### src/rtl/ex_stage_mdu.sv
// Execute stage: forwarding, ALU, EX/MEM register and an iterative RV32M multiply/divide unit.
// Optional `FAST_MUL_EN: multiplies complete in one cycle on a combinational multiplier.
module ex_stage_mdu #(
  parameter int XLEN  = 32,
  parameter int REG_W = 5
) (
  input  logic             clock,
  input  logic             reset,
  input  logic             valid_in,
  input  logic             flush_in,
  input  logic [XLEN-1:0]  reg_a_in,
  input  logic [XLEN-1:0]  reg_b_in,
  input  logic             mem_to_reg_in,
  input  logic             reg_write_in,
  input  logic             mem_read_in,
  input  logic             mem_write_in,
  input  logic             beq_instruction_in,
  input  logic             aluSrc_in,
  input  logic [1:0]       aluOp_in,
  input  logic [6:0]       funct7_in,
  input  logic [2:0]       funct3_in,
  input  logic [REG_W-1:0] reg_rs1_in,
  input  logic [REG_W-1:0] reg_rs2_in,
  input  logic [REG_W-1:0] reg_rd_in,
  input  logic [XLEN-1:0]  immediate_in,
  input  logic [REG_W-1:0] ex_mem_reg_rd,
  input  logic             ex_mem_reg_write,
  input  logic [REG_W-1:0] mem_wb_reg_rd,
  input  logic             mem_wb_reg_write,
  input  logic [XLEN-1:0]  alu_ex_mem,
  input  logic [XLEN-1:0]  alu_data_mem_wb,
  output logic             stall_out,
  output logic [REG_W-1:0] rd_ex,
  output logic             mem_to_reg_out,
  output logic             reg_write_out,
  output logic             mem_read_out,
  output logic             mem_write_out,
  output logic             beq_instruction_out,
  output logic [XLEN-1:0]  alu_result_out,
  output logic [XLEN-1:0]  mux2_result_out,
  output logic [REG_W-1:0] reg_rd_out,
  output logic             flag_beq_out
);

  localparam int SH_W = $clog2(XLEN);

  typedef enum logic [1:0] {IDLE, BUSY, DONE} state_t;

  state_t           state_reg;
  logic [SH_W-1:0]  count_reg;
  logic [XLEN-1:0]  hi_reg, lo_reg, opb_reg, dividend_reg, rs2_reg;
  logic [2:0]       funct3_reg;
  logic             neg_a_reg, neg_b_reg, div_zero_reg, ovf_reg;
  logic [REG_W-1:0] rd_reg;
  logic [4:0]       ctl_reg;

  logic [XLEN-1:0] fwd_a, fwd_b, alu_b, alu_res, ex_res;
  logic [SH_W-1:0] shamt;
  logic            alt;

  always_comb begin
    fwd_a = reg_a_in;
    if (ex_mem_reg_write && ex_mem_reg_rd != '0 && ex_mem_reg_rd == reg_rs1_in)
      fwd_a = alu_ex_mem;
    else if (mem_wb_reg_write && mem_wb_reg_rd != '0 && mem_wb_reg_rd == reg_rs1_in)
      fwd_a = alu_data_mem_wb;
    fwd_b = reg_b_in;
    if (ex_mem_reg_write && ex_mem_reg_rd != '0 && ex_mem_reg_rd == reg_rs2_in)
      fwd_b = alu_ex_mem;
    else if (mem_wb_reg_write && mem_wb_reg_rd != '0 && mem_wb_reg_rd == reg_rs2_in)
      fwd_b = alu_data_mem_wb;
  end

  assign alu_b = aluSrc_in ? immediate_in : fwd_b;
  assign shamt = alu_b[SH_W-1:0];
  // funct7[5] selects SUB only for R-type, but selects SRA for both R-type and SRAI
  assign alt   = funct7_in[5] & ((aluOp_in == 2'b10) | (funct3_in == 3'b101));

  always_comb begin
    alu_res = fwd_a + alu_b;
    case (aluOp_in)
      2'b00: alu_res = fwd_a + alu_b;
      2'b01: alu_res = fwd_a - alu_b;
      default: begin
        case (funct3_in)
          3'b000:  alu_res = alt ? fwd_a - alu_b : fwd_a + alu_b;
          3'b001:  alu_res = fwd_a << shamt;
          3'b010:  alu_res = {{(XLEN-1){1'b0}}, $signed(fwd_a) < $signed(alu_b)};
          3'b011:  alu_res = {{(XLEN-1){1'b0}}, fwd_a < alu_b};
          3'b100:  alu_res = fwd_a ^ alu_b;
          3'b101:  alu_res = alt ? $unsigned($signed(fwd_a) >>> shamt) : fwd_a >> shamt;
          3'b110:  alu_res = fwd_a | alu_b;
          default: alu_res = fwd_a & alu_b;
        endcase
      end
    endcase
  end

  logic is_mop, iter_mop, a_signed, b_signed, neg_a, neg_b;
  logic [XLEN-1:0] mag_a, mag_b;

  assign is_mop   = valid_in & (aluOp_in == 2'b10) & (funct7_in == 7'b0000001);
  assign a_signed = (funct3_in != 3'b011) & (funct3_in != 3'b101) & (funct3_in != 3'b111);
  assign b_signed = a_signed & (funct3_in != 3'b010);
  assign neg_a    = a_signed & fwd_a[XLEN-1];
  assign neg_b    = b_signed & fwd_b[XLEN-1];
  assign mag_a    = neg_a ? -fwd_a : fwd_a;
  assign mag_b    = neg_b ? -fwd_b : fwd_b;

`ifdef FAST_MUL_EN
  logic signed [2*XLEN+1:0] fast_prod;
  logic                     fast_mop;
  assign iter_mop  = is_mop & funct3_in[2];
  assign fast_mop  = is_mop & ~funct3_in[2];
  assign fast_prod = $signed({a_signed & fwd_a[XLEN-1], fwd_a}) *
                     $signed({b_signed & fwd_b[XLEN-1], fwd_b});
  assign ex_res    = !fast_mop ? alu_res :
                     (funct3_in[1:0] == 2'b00) ? fast_prod[XLEN-1:0] : fast_prod[2*XLEN-1:XLEN];
`else
  assign iter_mop = is_mop;
  assign ex_res   = alu_res;
`endif

  // One radix-2 step: shift-add multiply, or restoring divide with the dividend shifting out of lo
  logic [XLEN:0] mul_sum, div_shift, div_trial;
  assign mul_sum   = {1'b0, hi_reg} + (lo_reg[0] ? {1'b0, opb_reg} : '0);
  assign div_shift = {hi_reg, lo_reg[XLEN-1]};
  assign div_trial = div_shift - {1'b0, opb_reg};

  logic [2*XLEN-1:0] prod_mag, prod_signed;
  logic [XLEN-1:0]   quot, rem, mdu_res;
  always_comb begin
    prod_mag    = {hi_reg, lo_reg};
    prod_signed = (neg_a_reg ^ neg_b_reg) ? -prod_mag : prod_mag;
    quot        = (neg_a_reg ^ neg_b_reg) ? -lo_reg : lo_reg;
    rem         = neg_a_reg ? -hi_reg : hi_reg;
    case (funct3_reg)
      3'b000:         mdu_res = prod_signed[XLEN-1:0];
      3'b100, 3'b101: mdu_res = div_zero_reg ? '1 : ovf_reg ? {1'b1, {(XLEN-1){1'b0}}} : quot;
      3'b110, 3'b111: mdu_res = div_zero_reg ? dividend_reg : ovf_reg ? '0 : rem;
      default:        mdu_res = prod_signed[2*XLEN-1:XLEN];
    endcase
  end

  assign stall_out = reset & ~flush_in & (((state_reg == IDLE) & iter_mop) | (state_reg == BUSY));
  assign rd_ex     = reg_rd_in;

  always_ff @(posedge clock or negedge reset) begin
    if (!reset) begin
      state_reg <= IDLE;
      count_reg <= '0;
      hi_reg <= '0; lo_reg <= '0; opb_reg <= '0; dividend_reg <= '0; rs2_reg <= '0;
      funct3_reg <= '0; rd_reg <= '0; ctl_reg <= '0;
      neg_a_reg <= 1'b0; neg_b_reg <= 1'b0; div_zero_reg <= 1'b0; ovf_reg <= 1'b0;
      {mem_to_reg_out, reg_write_out, mem_read_out, mem_write_out, beq_instruction_out} <= '0;
      alu_result_out <= '0; mux2_result_out <= '0; reg_rd_out <= '0; flag_beq_out <= 1'b0;
    end else begin
      // Bubble unless a result is committed below
      {mem_to_reg_out, reg_write_out, mem_read_out, mem_write_out, beq_instruction_out} <= '0;
      alu_result_out <= '0; mux2_result_out <= '0; reg_rd_out <= '0; flag_beq_out <= 1'b0;
      if (flush_in) begin
        state_reg <= IDLE;
      end else begin
        case (state_reg)
          IDLE: begin
            if (iter_mop) begin
              hi_reg       <= '0;
              lo_reg       <= mag_a;
              opb_reg      <= mag_b;
              dividend_reg <= fwd_a;
              rs2_reg      <= fwd_b;
              neg_a_reg    <= neg_a;
              neg_b_reg    <= neg_b;
              div_zero_reg <= (fwd_b == '0);
              ovf_reg      <= b_signed & (fwd_a == {1'b1, {(XLEN-1){1'b0}}}) & (fwd_b == '1);
              funct3_reg   <= funct3_in;
              rd_reg       <= reg_rd_in;
              ctl_reg      <= {mem_to_reg_in, reg_write_in, mem_read_in, mem_write_in, beq_instruction_in};
              count_reg    <= SH_W'(XLEN-1);
              state_reg    <= BUSY;
            end else if (valid_in) begin
              {mem_to_reg_out, reg_write_out, mem_read_out, mem_write_out, beq_instruction_out} <=
                {mem_to_reg_in, reg_write_in, mem_read_in, mem_write_in, beq_instruction_in};
              alu_result_out  <= ex_res;
              mux2_result_out <= fwd_b;
              reg_rd_out      <= reg_rd_in;
              flag_beq_out    <= (ex_res == '0);
            end
          end
          BUSY: begin
            if (funct3_reg[2]) begin
              hi_reg <= div_trial[XLEN] ? div_shift[XLEN-1:0] : div_trial[XLEN-1:0];
              lo_reg <= {lo_reg[XLEN-2:0], ~div_trial[XLEN]};
            end else begin
              hi_reg <= mul_sum[XLEN:1];
              lo_reg <= {mul_sum[0], lo_reg[XLEN-1:1]};
            end
            if (count_reg == '0) state_reg <= DONE;
            else                 count_reg <= count_reg - 1'b1;
          end
          DONE: begin
            {mem_to_reg_out, reg_write_out, mem_read_out, mem_write_out, beq_instruction_out} <= ctl_reg;
            alu_result_out  <= mdu_res;
            mux2_result_out <= rs2_reg;
            reg_rd_out      <= rd_reg;
            flag_beq_out    <= (mdu_res == '0);
            state_reg       <= IDLE;
          end
          default: state_reg <= IDLE;
        endcase
      end
    end
  end

endmodule

### config.mk
export PLATFORM = sky130hd
export DESIGN_NAME = ex_stage_mdu
export DESIGN_NICKNAME = d
export VERILOG_FILES = /design/src/rtl/ex_stage_mdu.sv
export SDC_FILE = /design/constraint.sdc
export NUM_CORES = 2
export LEC_CHECK = 0
export BUFFER_PORTS_ARGS = -buffer_cell sky130_fd_sc_hd__buf_4
export CORE_MARGIN = 3
export CORE_UTILIZATION = 58
export CTS_BUF_LIST = sky130_fd_sc_hd__clkbuf_8 sky130_fd_sc_hd__clkbuf_16
export CTS_CLUSTER_DIAMETER = 200
export CTS_CLUSTER_SIZE = 30
export DETAILED_ROUTE_END_ITERATION = 6
export GPL_TIMING_DRIVEN = 0
export PLACE_DENSITY = 0.88
export RECOVER_POWER = 50
export SETUP_SLACK_MARGIN = 0.02
export SYNTH_ARGS = -nofsm -noshare
export SYNTH_HDL_FRONTEND = slang
export SYNTH_SLANG_ARGS = --single-unit
### constraint.sdc
create_clock -name clock -period 5.2 [get_ports clock]
set_clock_uncertainty 0.05 [all_clocks]
set_input_delay 0.52 -clock clock [delete_from_list [all_inputs] [get_ports clock]]
set_output_delay 0.52 -clock clock [all_outputs]
set_load 0.02 [all_outputs]
==> impl_metrics.yaml, run 1 <==
placed_design:
  dpl_cell_area_um2: 34500
  place_congestion: 1.42
  dp.cells: 5243
  place_hpwl_mm: 139
  pre_cts_ws_ns: -3.59
  io_buffers: 285
synthesis:
  synth-seq-area-share_pct: 20.9
  synth_cell_types: 103
  yosys_most_used_dff: "dfrtp_1"
  syn_nets: 4635
  yosysMostFrequentCell: "o21ai_0"
  syn_area_um2: 30900
  async_flop_share_pct: 100
  synth_top_area_share_pct: 20.9
  synth_seq_cells: 258
  ys_warn_count: 0
  synthCells: 4263
  synth_top_area_cell: "dfrtp_1"
  synth_edf_count: 0
  yosys-top-cells-area: "dfrtp_1 (21%), o21ai_0 (7.6%), ha_1 (6.5%), nand2_1 (5.5%), xnor2_1 (5.3%)"
  syn_avg_cell_area_um2: 7.26
  synth_common_cells: "o21ai_0 (471), nand2_1 (452), nor2_1 (397)"
clock_tree:
  cts_buffers: 12
  clock-sinks: 258
  cts_buffer_depth: 3
  h-tree-depth: 1
  cts-root-buf: "clkbuf_16"
outcome:
  error: "[ERROR GRT-0116] Global routing finished with congestion. Check the congestion regions in the DRC Viewer."
  lastStage: "5_1_grt"
  status: "stopped before the end"
global_routing:
  grt_pass1_vias: 41908
  grt_max_degree: 120
  grt.overflow.total: 6
  grt_usage_pct: 66.6
  grt_pass1_wl_mm: 280
floorplanning:
  num_rows: 84
  die_y_um: 237
  initial_core_util_pct: 58.8
  io_pins: 290
  die_w_um: 237
==> logic make-up after synthesis <==
group / Yosys count / share of synthesized area [%]
AO/OA/AOI/OAI: 1507 / 31.6
XOR/XNOR: 267 / 7.56
adder cells (fa/ha/maj): 163 / 6.66
buffers and inverters: 506 / 6.36
flip-flops: 258 / 20.9
multiplexers: 159 / 5.98
AND/OR/NAND/NOR: 1403 / 20.9
==> layer usage <==
layer	overflow	track usage [%]
met4	4	61.2
met5	0	20.4
met2	2	87.1
met1	0	68.9
met3	0	45.4
==> what timing repair did <==
| action | CTS |
|---|---|
| hold buffers | 1 |
| hold endpoints to repair | 60 |
| pin swaps | 106 |
| endpoints found under the setup margin | 100 |
| buffers inserted | 128 |
| gates resized for setup | 389 |
==> stage by stage <==
| stage | util (%) | TNS, ns |
|---|---|---|
| 2_1_floorplan | - | -6.38 |
| 3_3_place_gp | 65.0 | -146.02 |
| 3_5_place_dp | 65.5 | -144.72 |
| 4_1_cts | 71.2 | -9.10 |
==> inputs of run 2 (changes only) <==
Settings changed: CORE_UTILIZATION 58 to 40, CTS_BUF_LIST sky130_fd_sc_hd__clkbuf_8 sky130_fd_sc_hd__clkbuf_16 to not set, CTS_CLUSTER_DIAMETER 200 to not set, CTS_CLUSTER_SIZE 30 to not set, PLACE_DENSITY 0.88 to not set, PLACE_DENSITY_LB_ADDON set to 0.15, SETUP_SLACK_MARGIN 0.02 to not set.
==> impl_metrics.yaml, run 2 <==
outcome:
  status: "finished, violations left"
  violations: "DRC, capacitance limit, slew limit, setup timing"
worst_setup_path:
  crit_slowest_cell: "or4_4"
  reg2reg_slack_ns: -0.30
  path_max_fanout: 5
  critPathLaunch: "mem_wb_reg_rd[1]"
  cpPeakStageDelay_ns: 0.55
  start_kind: "input port"
  rr_endpoint: "flag_beq_out$_DFF_PN0_"
  r2r_cells: 19
  critical_path_required_ns: 5.62
  end_kind: "register"
  cp.arrival_ns: 6.92
  path_common_cell: "buf_12"
  worst-setup-path-type: "input port to register"
  reg2reg_from: "hi_reg[0]$_DFFE_PN0P_"
  endpoint: "flag_beq_out$_DFF_PN0_"
final_layout:
  postLayoutCoreUtil_pct: 52.7
  mostFrequentLayoutCells: "nand2_1 (443), o21ai_0 (419), buf_4 (375)"
  design_area_um2: 40200
  final_common_cell: "nand2_1"
  layout-drive-gt1-share_pct: 21.6
  nets: 5149
  area_growth_pct: 30.0
floorplanning:
  num_rows: 101
  die_y_um: 284
  io_pins: 290
  core_area_um2: 76300
  initial_core_util_pct: 40.5
  die_w_um: 284
  die_area_um2: 80700
clock_tree:
  cts_buffers: 34
  cts_buffer_depth: 3
  clock-sinks: 258
  clk_pin_slew_worst_paths_ns: 0.06
  cts_tree: "built"
  cts-root-buf: "clkbuf_16"
  h-tree-depth: 2
  insertion_delay_ns: 0.58
global_routing:
  grt_pass1_wl_mm: 280
  grt_max_degree: 126
  grt_usage_pct: 47.9
  grt_pass1_vias: 36648
  antenna_found_initial: 13
  grt.overflow.total: 0
synthesis:
  synth_seq_cells: 258
  synth_cell_types: 103
  ys_warn_count: 0
  syn_avg_cell_area_um2: 7.26
  synth_common_cells: "o21ai_0 (471), nand2_1 (452), nor2_1 (397)"
  synth_top_area_cell: "dfrtp_1"
  yosys-top-cells-area: "dfrtp_1 (21%), o21ai_0 (7.6%), ha_1 (6.5%), nand2_1 (5.5%), xnor2_1 (5.3%)"
  syn_nets: 4635
  async_flop_share_pct: 100
  synth_top_area_share_pct: 20.9
  synthCells: 4263
  synth_edf_count: 0
  yosysMostFrequentCell: "o21ai_0"
  syn_area_um2: 30900
  synth-seq-area-share_pct: 20.9
  yosys_most_used_dff: "dfrtp_1"
flow_run:
  cap_violations: 2
route:
  via_per_inst: 6.87
  route.detailed.wl_per_inst_um: 35.0
  drc: 2
  drtIter0Drc: 6230
  dr.pass1.iters: 7
  vias: 40139
  totalWireLength_mm: 204
  ant_nets: 0
sta:
  min_period_over_period_pct: 125
  timing.fmax_ghz: 0.154
  fin_ws_ns: -1.30
  whs_ns: 0.164
  worst_slew_pin_slew_ns: 3.61
  setup_viol: 32
  hold_viol_final: 0
  setup_tns_ns: -18.97
  rsz0062_at_grt: "yes"
  slew_headroom_pct: -140
  final_max_slew_viol_count: 184
  fin_crit_ns: 6.50
power_and_ir_drop:
  peakVddDrop_mv: 0.209
  leakagePower_uw: 0.0164
  powerDensity_nw_per_um2: 235
worst_hold_path:
  hold_path.class: "input port to register"
  min_from: "mem_read_in"
placed_design:
  place_hpwl_mm: 159
  io_buffers: 285
  place_congestion: 1.17
  pre_cts_ws_ns: -3.93
  dpl_cell_area_um2: 35200
run 2: cell counts after synthesis:
Identical to the previous run, type by type.
run 2: how the worst min path moves through the flow:
stage,endpoint,slack [ns],depth (start not counted)
2_1_floorplan,alu_result_out[0]$_DFF_PN0_,0.17,0
3_3_place_gp,rs2_reg[13]$_DFFE_PN0P_,0.41,2
3_5_place_dp,rs2_reg[7]$_DFFE_PN0P_,0.42,2
4_1_cts,ctl_reg[2]$_DFFE_PN0P_,0.15,2
5_1_grt,ctl_reg[2]$_DFFE_PN0P_,0.16,2
6_report,ctl_reg[2]$_DFFE_PN0P_,0.16,2
run 2: metrics by stage:
| stage | total power, uW | instances |
|---|---|---|
| floorplan | 4210 | 4263 |
| global placement | 5840 | 5578 |
| detailed placement | 5850 | 5600 |
| CTS | 8970 | 5776 |
| global route | 9570 | 5833 |
| finish | 9450 | 5842 |
run 2: critical path, delay by kind of cell:
family,cells,cell delay [ns]
compound gates,13,2.99
xor+xnor,1,0.24
fa+ha+maj,2,0.58
buf+inv,8,1.06
simple gates,7,1.46
run 2: layout make-up:
| class | instances | area, um^2 |
|---|---|---|
| fillers | 7735 | 36100 |
| well taps | 1030 | 1290 |
| repair buffers | 491 | 3700 |
| plain buffers | 334 | 1900 |
| clock inverters | 17 | 233 |
| clock buffers | 44 | 980 |
| multi-input cells | 3499 | 25000 |
| flip-flops and latches | 258 | 6460 |
| inverters | 159 | 638 |
| diodes | 10 | 25.0 |
run 2: timing repair:
item	CTS	global route
buffers inserted	123	64
setup endpoints to repair	100	78
gates resized for setup	470	170
cloned	1	0
hold buffers	1	0
endpoints found under the hold margin	56	0
pin swaps	127	86
run 2: per-layer routing:
layer  GRT usage (%)  wire length, um  vias to the layer above  part of all wire, %
li1                -                -                    16755                    -
met1            57.7            73500                    19139                   36
met2            69.6            82800                     3221                   41
met3            15.3            25200                     1018                   12
met4            39.8            22700                        6                   11
met5               0               46                        -                0.023
run 2: logic make-up (layout without fill, tap and decap cells):
logic type / Yosys count / in the layout / synth area share [%]
compound gates: 1507 / 1507 / 31.6
fa+ha+maj: 163 / 163 / 6.66
flops: 258 / 258 / 20.9
other cells: 0 / 10 / 0
simple gates: 1403 / 1403 / 20.9
buf+inv: 506 / 1045 / 6.36
mux: 159 / 159 / 5.98
xor+xnor: 267 / 267 / 7.56
run 2: power breakdown:
group / total [uW] / switching (uW) / internal, uW / leakage, uW
clock: 2610 / 1060 / 1550 / 0.000601
sequential: 2110 / 46.1 / 2070 / 0.00353
combinational: 4730 / 3140 / 1590 / 0.0123
No activity file was read; power rests on OpenSTA's default activity.
